[src/rtl/logic_op_scheduler_pkg.sv]
// Shared types for the logic-op scheduler.
// Op encodings, FSM states and id-width helper.
package logic_op_pkg;

  localparam logic OP_AND = 1'b0;
  localparam logic OP_OR  = 1'b1;

  typedef enum logic [1:0] {
    S_IDLE,
    S_GRANT,
    S_EXEC,
    S_RESP
  } state_t;

  function automatic int id_width(input int n);
    return (n > 1) ? $clog2(n) : 1;
  endfunction

endpackage

[src/rtl/logic_op_scheduler_if.sv]
// Request/result bus of the logic-op scheduler.
// Clients drive requests, the scheduler returns tagged results.
interface logic_op_scheduler_if #(
  parameter int NREQ  = 4,
  parameter int WIDTH = 8,
  parameter int IDW   = 2
);

  logic [NREQ-1:0]       req;
  logic [NREQ-1:0]       op;
  logic [NREQ*WIDTH-1:0] a_in;
  logic [NREQ*WIDTH-1:0] b_in;
  logic [NREQ-1:0]       gnt;
  logic                  res_valid;
  logic                  res_ready;
  logic [IDW-1:0]        res_id;
  logic [WIDTH-1:0]      res_data;
  logic                  busy;

  modport master (
    output req, op, a_in, b_in, res_ready,
    input  gnt, res_valid, res_id, res_data, busy
  );

  modport slave (
    input  req, op, a_in, b_in, res_ready,
    output gnt, res_valid, res_id, res_data, busy
  );

endinterface

[src/rtl/logic_op_scheduler_rr_arbiter.sv]
// Combinational round-robin picker.
// Returns the first set request at or after ptr, wrapping.
module rr_arbiter #(
  parameter int NREQ = 4,
  parameter int IDW  = 2
) (
  input  logic [NREQ-1:0] req,
  input  logic [IDW-1:0]  ptr,
  output logic [NREQ-1:0] onehot,
  output logic [IDW-1:0]  idx,
  output logic            any
);

  logic [IDW:0] slot;

  // scan from the farthest offset down so the nearest hit wins
  always_comb begin
    onehot = '0;
    idx    = '0;
    any    = 1'b0;
    slot   = '0;
    for (int k = NREQ - 1; k >= 0; k--) begin
      slot = {1'b0, ptr} + (IDW + 1)'(k);
      if (slot >= (IDW + 1)'(NREQ))
        slot = slot - (IDW + 1)'(NREQ);
      if (req[slot[IDW-1:0]]) begin
        idx = slot[IDW-1:0];
        any = 1'b1;
      end
    end
    if (any)
      onehot[idx] = 1'b1;
  end

endmodule

[src/rtl/logic_op_scheduler.sv]
// Round-robin scheduler for one shared AND/OR unit.
// Grants a requester, computes its op, returns a tagged result.
module logic_op_scheduler
  import logic_op_pkg::*;
#(
  parameter int NREQ  = 4,
  parameter int WIDTH = 8,
  parameter int IDW   = id_width(NREQ)
) (
  input logic                 clk,
  input logic                 rst,
  logic_op_scheduler_if.slave bus
);

  state_t           state;
  logic [IDW-1:0]   rr_ptr;
  logic             op_q;
  logic [WIDTH-1:0] a_q;
  logic [WIDTH-1:0] b_q;
  logic [NREQ-1:0]  gnt_q;
  logic             valid_q;
  logic [IDW-1:0]   id_q;
  logic [WIDTH-1:0] data_q;
  logic             busy_q;

  logic [NREQ-1:0]  win_oh;
  logic [IDW-1:0]   win_idx;
  logic             win_any;
  logic             unit_sel;
  logic [WIDTH-1:0] unit_out;

  rr_arbiter #(
    .NREQ(NREQ),
    .IDW (IDW)
  ) u_arb (
    .req   (bus.req),
    .ptr   (rr_ptr),
    .onehot(win_oh),
    .idx   (win_idx),
    .any   (win_any)
  );

  assign unit_sel = op_q;
  assign unit_out = (unit_sel == OP_OR) ? (a_q | b_q)
                                        : (a_q & b_q);

  assign bus.gnt       = gnt_q;
  assign bus.res_valid = valid_q;
  assign bus.res_id    = id_q;
  assign bus.res_data  = data_q;
  assign bus.busy      = busy_q;

  // grant, latch operands, execute, hold result until accepted
  always_ff @(posedge clk or posedge rst) begin
    if (rst) begin
      state   <= S_IDLE;
      rr_ptr  <= '0;
      op_q    <= OP_AND;
      a_q     <= '0;
      b_q     <= '0;
      gnt_q   <= '0;
      valid_q <= 1'b0;
      id_q    <= '0;
      data_q  <= '0;
      busy_q  <= 1'b0;
    end else begin
      unique case (state)
        S_IDLE: begin
          if (win_any) begin
            op_q   <= bus.op[win_idx];
            a_q    <= bus.a_in[win_idx*WIDTH +: WIDTH];
            b_q    <= bus.b_in[win_idx*WIDTH +: WIDTH];
            id_q   <= win_idx;
            gnt_q  <= win_oh;
            busy_q <= 1'b1;
            state  <= S_GRANT;
          end
        end
        S_GRANT: begin
          gnt_q  <= '0;
          rr_ptr <= (id_q == IDW'(NREQ - 1)) ? '0
                                             : id_q + 1'b1;
          state  <= S_EXEC;
        end
        S_EXEC: begin
          data_q  <= unit_out;
          valid_q <= 1'b1;
          state   <= S_RESP;
        end
        S_RESP: begin
          if (bus.res_ready) begin
            valid_q <= 1'b0;
            busy_q  <= 1'b0;
            state   <= S_IDLE;
          end
        end
        default: state <= S_IDLE;
      endcase
    end
  end

endmodule

[src/flat_wrapper.sv]
// flat-port wrapper written by rule: the top's interface ports become plain ports
module logic_op_scheduler_flat import logic_op_pkg::*;
#(
  parameter int NREQ  = 4,
  parameter int WIDTH = 8,
  parameter int IDW   = id_width(NREQ)
)
  (clk, rst, bus_req, bus_op, bus_a_in, bus_b_in, bus_res_ready, bus_gnt, bus_res_valid, bus_res_id, bus_res_data, bus_busy);
  logic_op_scheduler_if #(.NREQ(NREQ), .WIDTH(WIDTH), .IDW(IDW)) bus_i ();
  input logic clk;
  input logic rst;
  input wire logic [$bits(bus_i.req)-1:0] bus_req;
  input wire logic [$bits(bus_i.op)-1:0] bus_op;
  input wire logic [$bits(bus_i.a_in)-1:0] bus_a_in;
  input wire logic [$bits(bus_i.b_in)-1:0] bus_b_in;
  input wire logic [$bits(bus_i.res_ready)-1:0] bus_res_ready;
  output wire logic [$bits(bus_i.gnt)-1:0] bus_gnt;
  output wire logic [$bits(bus_i.res_valid)-1:0] bus_res_valid;
  output wire logic [$bits(bus_i.res_id)-1:0] bus_res_id;
  output wire logic [$bits(bus_i.res_data)-1:0] bus_res_data;
  output wire logic [$bits(bus_i.busy)-1:0] bus_busy;
  assign bus_i.req = bus_req;
  assign bus_i.op = bus_op;
  assign bus_i.a_in = bus_a_in;
  assign bus_i.b_in = bus_b_in;
  assign bus_i.res_ready = bus_res_ready;
  assign bus_gnt = bus_i.gnt;
  assign bus_res_valid = bus_i.res_valid;
  assign bus_res_id = bus_i.res_id;
  assign bus_res_data = bus_i.res_data;
  assign bus_busy = bus_i.busy;
  logic_op_scheduler #(.NREQ(NREQ), .WIDTH(WIDTH), .IDW(IDW)) u_core (.clk(clk), .rst(rst), .bus(bus_i));
endmodule
[config.mk]
export PLATFORM = sky130hd
export DESIGN_NAME = logic_op_scheduler_flat
export DESIGN_NICKNAME = d
export VERILOG_FILES = /design/src/rtl/logic_op_scheduler_pkg.sv /design/src/rtl/logic_op_scheduler_if.sv /design/src/rtl/logic_op_scheduler_rr_arbiter.sv /design/src/rtl/logic_op_scheduler.sv /design/src/flat_wrapper.sv
export SDC_FILE = /design/constraint.sdc
export NUM_CORES = 1
export LEC_CHECK = 0
export ABC_CLOCK_PERIOD_IN_PS = 2050
export CORE_UTILIZATION = 42
export DETAILED_ROUTE_END_ITERATION = 8
export GPL_TIMING_DRIVEN = 0
export PLACE_DENSITY = 0.76
export SLEW_MARGIN = 0
export SYNTH_ARGS = -nofsm -noshare
export SYNTH_HDL_FRONTEND = slang
export SYNTH_SLANG_ARGS = --single-unit
[constraint.sdc]
create_clock -name clk -period 2.05 [get_ports clk]
set_input_delay 0.615 -clock clk [delete_from_list [all_inputs] [get_ports clk]]
set_output_delay 0.615 -clock clk [all_outputs]
set_load 0.05 [all_outputs]
**Yosys cells after proc, flatten, opt, wreduce, memory -nomap -nowiden**

Cells that the tools add are included.

- Mux-type cells: 35
- Bitwise gates (word level): 2
- Add/subtract/negate cells: 8
- Eq/ne operators: 6
- $lt $le $gt $ge: 10
- Shift-type cells: 2
- Reduce and logical (&&, ||, !) cells: 10

Operators by type and width:

| kind | count |
|---|---|
| $shiftx 32x6->8 | 2 |
| $mux 2 | 11 |
| $lt 2x3->1 const B | 5 |
| $mux 1 | 12 |
| $bmux 1 s2 | 5 |
| $ge 3x3->1 const B | 3 |
| $and 8x8->8 | 1 |
| $mux 8 | 1 |
| $or 8x8->8 | 1 |
| $pmux 2 s4 | 1 |
| $pmux 4 s2 | 1 |
| $reduce_and 2->1 | 4 |
| $sub 2x1->2 const B | 4 |
| $add 2x2->3 const B | 2 |
| $eq 2x2->1 const B | 3 |
| $reduce_bool 2->1 | 3 |
| $mux 4 | 1 |
| $ne 2x2->1 const B | 2 |
| $pmux 1 s2 | 2 |
| $add 2x1->3 const B | 1 |
| $ge 2x3->1 const B | 1 |
| $reduce_and 3->1 | 1 |
| $add 2x1->2 const B | 1 |
| $demux 1 s2 | 1 |
| 4 further kinds | 4 |

- Output and inout bits: 16
- Logic and storage cells: 83
- Register bits: 37
- Input port bits: 75

**Longest topological paths before layout**

- Depth in word-level cells: 15
- Depth in mapped cells: 7
- Depth with buffers taken out: 6

**Cells and area by module**

From an unflattened synthesis, not the netlist that was laid out.

- Cells, all modules: 213
- Area, all modules: 2347.3 um^2

By module, submodules not included:

| module | seq. area each (um^2) | times used | area each (um^2) | cells each |
|---|---|---|---|---|
| logic_op_scheduler | 925.9 | 1 | 2135.8 | 180 |
| rr_arbiter | 0.0 | 1 | 211.5 | 33 |

**Worst setup path before layout**

OpenSTA, ideal clock, no wires.

- Path type: input to register
- Start: in bus_req[2]
- End: reg u_core.a_q[4]
- Path buffers: 2
- Slack: 0.183 ns
- Required time: 1.907 ns
- Stages: 7
- Library setup time: 0.143 ns
- Arrival time: 1.724 ns
- Path through: nor2b_1 a21o_1 a211o_1 buf_6 buf_6 mux2i_1 o221ai_1

- Word-level cells in the longest chain between the ends: 7
- Elaborated cells between the ends (all ways): 18
- Classes of those cells: shift (1); mux (16); reduce/logical (1)

RTL lines:

| item | RTL line | RTL |
|---|---|---|
| start: declaration | flat_wrapper.sv:12 | `input wire logic [$bits(bus_i.req)-1:0] bus_req;` |
| $bmux 1 s2 | logic_op_scheduler_rr_arbiter.sv:26 | `if (req[slot[IDW-1:0]]) begin` |
| $mux 1 (implied by the code) | logic_op_scheduler_rr_arbiter.sv:26 |  |
| $mux 2 or $mux 1 (tied branches) (4 in a row) | logic_op_scheduler_rr_arbiter.sv:26 |  |
| $shiftx 32x6->8 or $reduce_and 2->1 (tied branches) | - |  |
| end signal: assignment | logic_op_scheduler.sv:71 | `a_q <= bus.a_in[win_idx*WIDTH +: WIDTH];` |
| end: declaration | logic_op_scheduler.sv:18 | `logic [WIDTH-1:0] a_q;` |

Parallel ways exist; a longest one is shown, timed or not. The select of a mux whose other input is x is not followed.
A chain may end at the register's enable or synchronous reset.

**Worst setup path after layout**

- Start: in bus_req[2]
- End: reg u_core.a_q[2]

The elaborated chain is that of the path after synthesis.

==> results by group <==
Status
  • Outcome: completed

Pwr
  • Clk pwr share: 13.5%
  • Psw: 1970 uW
  • Maximum VDD drop: 0.804 mV
  • Combinational power share: 57.3%
  • LEAKAGE: 0.00151 uW
  • Pwr/cell area: 1400 nW/um^2
  • Flop pwr share: 29.3%
  • P_int: 2540 uW
  • Sw frac: 43.7%

Clock network
  • CTS Hold Buffers Added: 0
  • Clk sinks: 37
  • Htree depth: 2
  • CTS Buf Count: 5
  • CTS root buf: clkbuf_8
  • Worst-Skew Late Latency: 0.28 ns
  • TritonCTS clock tree: built
  • Maximum buffer depth of the clock tree: 2
  • Clk slew on worst S/H paths: 0.07 ns

Layout
  • # diodes: 0
  • # fillers: 403
  • Final Util: 68.1%
  • Layout net count: 376
  • Layout cells sized above 1: 12.9%
  • Fin cells: 362
  • Area Overhead vs Synth: 55.1%

Floorplan
  • Core box area: 4750 um^2
  • Die width: 72.5 um
  • Num rows: 25
  • Die Y: 72.5 um
  • Die area: 5250 um^2
  • Top Ports: 91
  • Initial Utilization: 43.9%

Synthesis
  • Mapped Area: 2090 um^2
  • Mapped Cells: 192
  • Post-synth EDFFs: 0
  • Yosys warnings: 0
  • Seq/Total Area, Yosys: 44.4%
  • Cell taking the most area after synthesis: dfrtp_1
  • Synth Register Bits: 37
  • Post-synthesis mux area share: 21.2%
  • Synth top area share: 44.4%
  • Largest family of logic cells by synthesized area: multiplexers
  • Post-Syn Nets: 273
  • Simple-Gate Fraction of Synth Area: 8.69%
  • Netlist cell types: 26
  • Post-synth top flop: dfrtp_1
  • Leading post-synthesis cells by cell area: dfrtp_1 44%, mux2i_1 16%, o221ai_1 7.1%, mux2_2 4.9%, nand2_1 4.1%
  • Compound-Gate Fraction of Synth Area: 13.8%
  • Most frequent cells after synthesis: 37 x dfrtp_1, 34 x mux2i_1, 23 x nand2_1
  • Post-Synth Adder-Cell Area: 7.43%
  • Synth Area in XOR/XNOR: 0%
  • Top-count cell post-synth: dfrtp_1
  • Mean Syn Cell Area: 10.9 um^2
  • Asr flop ratio synth: 100%

Hold path
  • HP Class: reg -> reg
  • Hold Crit Depth: 2
  • Worst Hold Launch: u_core.a_q[0]
  • WHS Endpoint: u_core.a_q[0]

Routing
  • Vias post-DR: 1,854
  • Remaining routing DRC violations: 0
  • DRT antenna net count: 0
  • Iter 0 DRT Violations: 102
  • Routed WL per cell: 15.0 um
  • Drt pass-1 iters: 4
  • Vias/cell: 5.12
  • Routed WL: 5.44 mm

Timing
  • Crit path time final: 1.96 ns
  • Final setup violation count: 0
  • WHS: 0.498 ns
  • Rel. slew slack: 49.7%
  • Setup WS post-layout: 0.0889 ns
  • Final cycle utilization of the critical path: 95.7%
  • Final hold vios: 0
  • Clock Skews: 0.00743 ns
  • Max Slew Vio Count: 0
  • Final TNS setup: 0 ns
  • RSZ-0062 raised after global routing: no
  • Worst slew pin tran: 0.753 ns
  • F_max: 510 MHz

Worst setup path
  • Kind of critical path: in -> reg
  • Setup crit end kind: flop
  • FF-to-FF End: u_core.bus.gnt[3]
  • R2R setup slack: 0.25 ns
  • Crit path from: bus_req[2]
  • Worst r2r src: u_core.state[0]
  • Critical Path AT: 2.11 ns
  • Critical path peak fanout: 10
  • Crit path required time: 2.20 ns
  • Reg2Reg Depth: 6
  • CP startpoint kind: primary input

Placement
  • Inst Count DP: 349
  • DP HPWL: 4.06 mm
  • Placer Congestion: 0.783
  • PortBufs: 90
  • Pre-CTS setup slack: -0.675 ns

Global routing
  • First-pass GRT wire length: 8.67 mm
  • Antenna violations before repair: 0
  • Number of global-route vias before repair: 1,802
  • GRT Util Overall: 21.7%
  • GR Overflow Total: 0
  • Largest net degree at the start of global routing: 38

Run
  • Maxcap violations: 0
[worst max-delay path by stage]
stage	end	slack, ns	cells after the start
after global routing	u_core.b_q[3]	0.02	8
after detailed placement	u_core.b_q[1]	-0.68	6
after global placement	u_core.b_q[1]	-0.71	6
after CTS	bus_res_data[6]	0.0005	1
final	u_core.a_q[2]	0.09	8
after floorplan	u_core.a_q[4]	0.18	7
[layout make-up]
cell class                 instances  area [um^2]  area share, %
multi-input combinational        136         1090           33.6
sequential                        37          926           28.6
timing repair buffer              96          925           28.6
buffer                            12         83.8           2.59
tap                               67         83.8           2.59
clock buffer                       5         68.8           2.13
clock inverter                     2         35.0           1.08
inverter                           7         26.3          0.812
[critical path, stage by stage]
cell and delay [ns]:
dlygate4sd2_1 0.26, nor2b_2 0.17, a21o_1 0.15, a211o_1 0.29
buf_8 0.15, buf_6 0.15, mux2i_2 0.19, o221ai_1 0.14
[cell families after synthesis]
family,Yosys count
multiplexers,43
AO/OA/AOI/OAI,40
AND/OR/NAND/NOR,39
flip-flops,37
buffers and inverters,19
adder cells (fa/ha/maj),14
[what timing repair did]
action / 4_1_cts / 5_1_grt
gates resized for setup: 30 / 2
pin swaps: 3 / 0
gates cloned: 0 / 0
buffers inserted: 6 / 0
setup endpoints to repair: 38 / 2
[flip-flops by register name (all words and copies together) (netlist names), 2 cells and up]
name and count:
u_core.b_q 8, u_core.bus.res_data 8, u_core.bus.gnt 4, u_core.state 2
u_core.rr_ptr 2, u_core.a_q 8, u_core.bus.res_id 2
[power by group through the flow]
stage,registers (uW),clock network [uW],logic (uW)
after floorplan,1780,0,1310
after global placement,1320,0,2530
after detailed placement,1340,0,2570
after CTS,1320,612,2600
after global routing,1370,637,2800
final,1320,608,2590
[metal layers]
metal / share of wire [%] / routed length (um) / vias to the layer above / GRT usage, %
met1: 47 / 2540 / 894 / 29.4
li1: - / - / 910 / -
met5: 0 / 0 / - / 0
met2: 49 / 2650 / 46 / 35.7
met3: 3.5 / 193 / 4 / 3.75
met4: 1.0 / 57 / 0 / 5.88
[stage by stage]
stage	total power, uW	instance area [um^2]
after detailed placement	3900	3070
after CTS	4530	3230
final	4520	3240
after floorplan	3090	2090
after global routing	4800	3240
after global placement	3850	3070
[cell usage in the layout (no fill, tap or decap), types with 2 or more instances in the layout]
cell,n
a21oi_1,9
buf_4,7
buf_8,2
clkbuf_1,4
clkbuf_2,4
clkbuf_8,5
clkdlybuf4s50_1,70
dfrtp_1,37
dlygate4sd2_1,19
ha_1,6
inv_1,4
inv_2,3
maj3_1,8
mux2_2,9
mux2i_1,33
nand2_1,22
nand2b_1,3
nor2_1,4
nor3b_1,4
o21ai_0,6
o221ai_1,17
o31ai_1,4
Power figures use the tool's default switching activity.
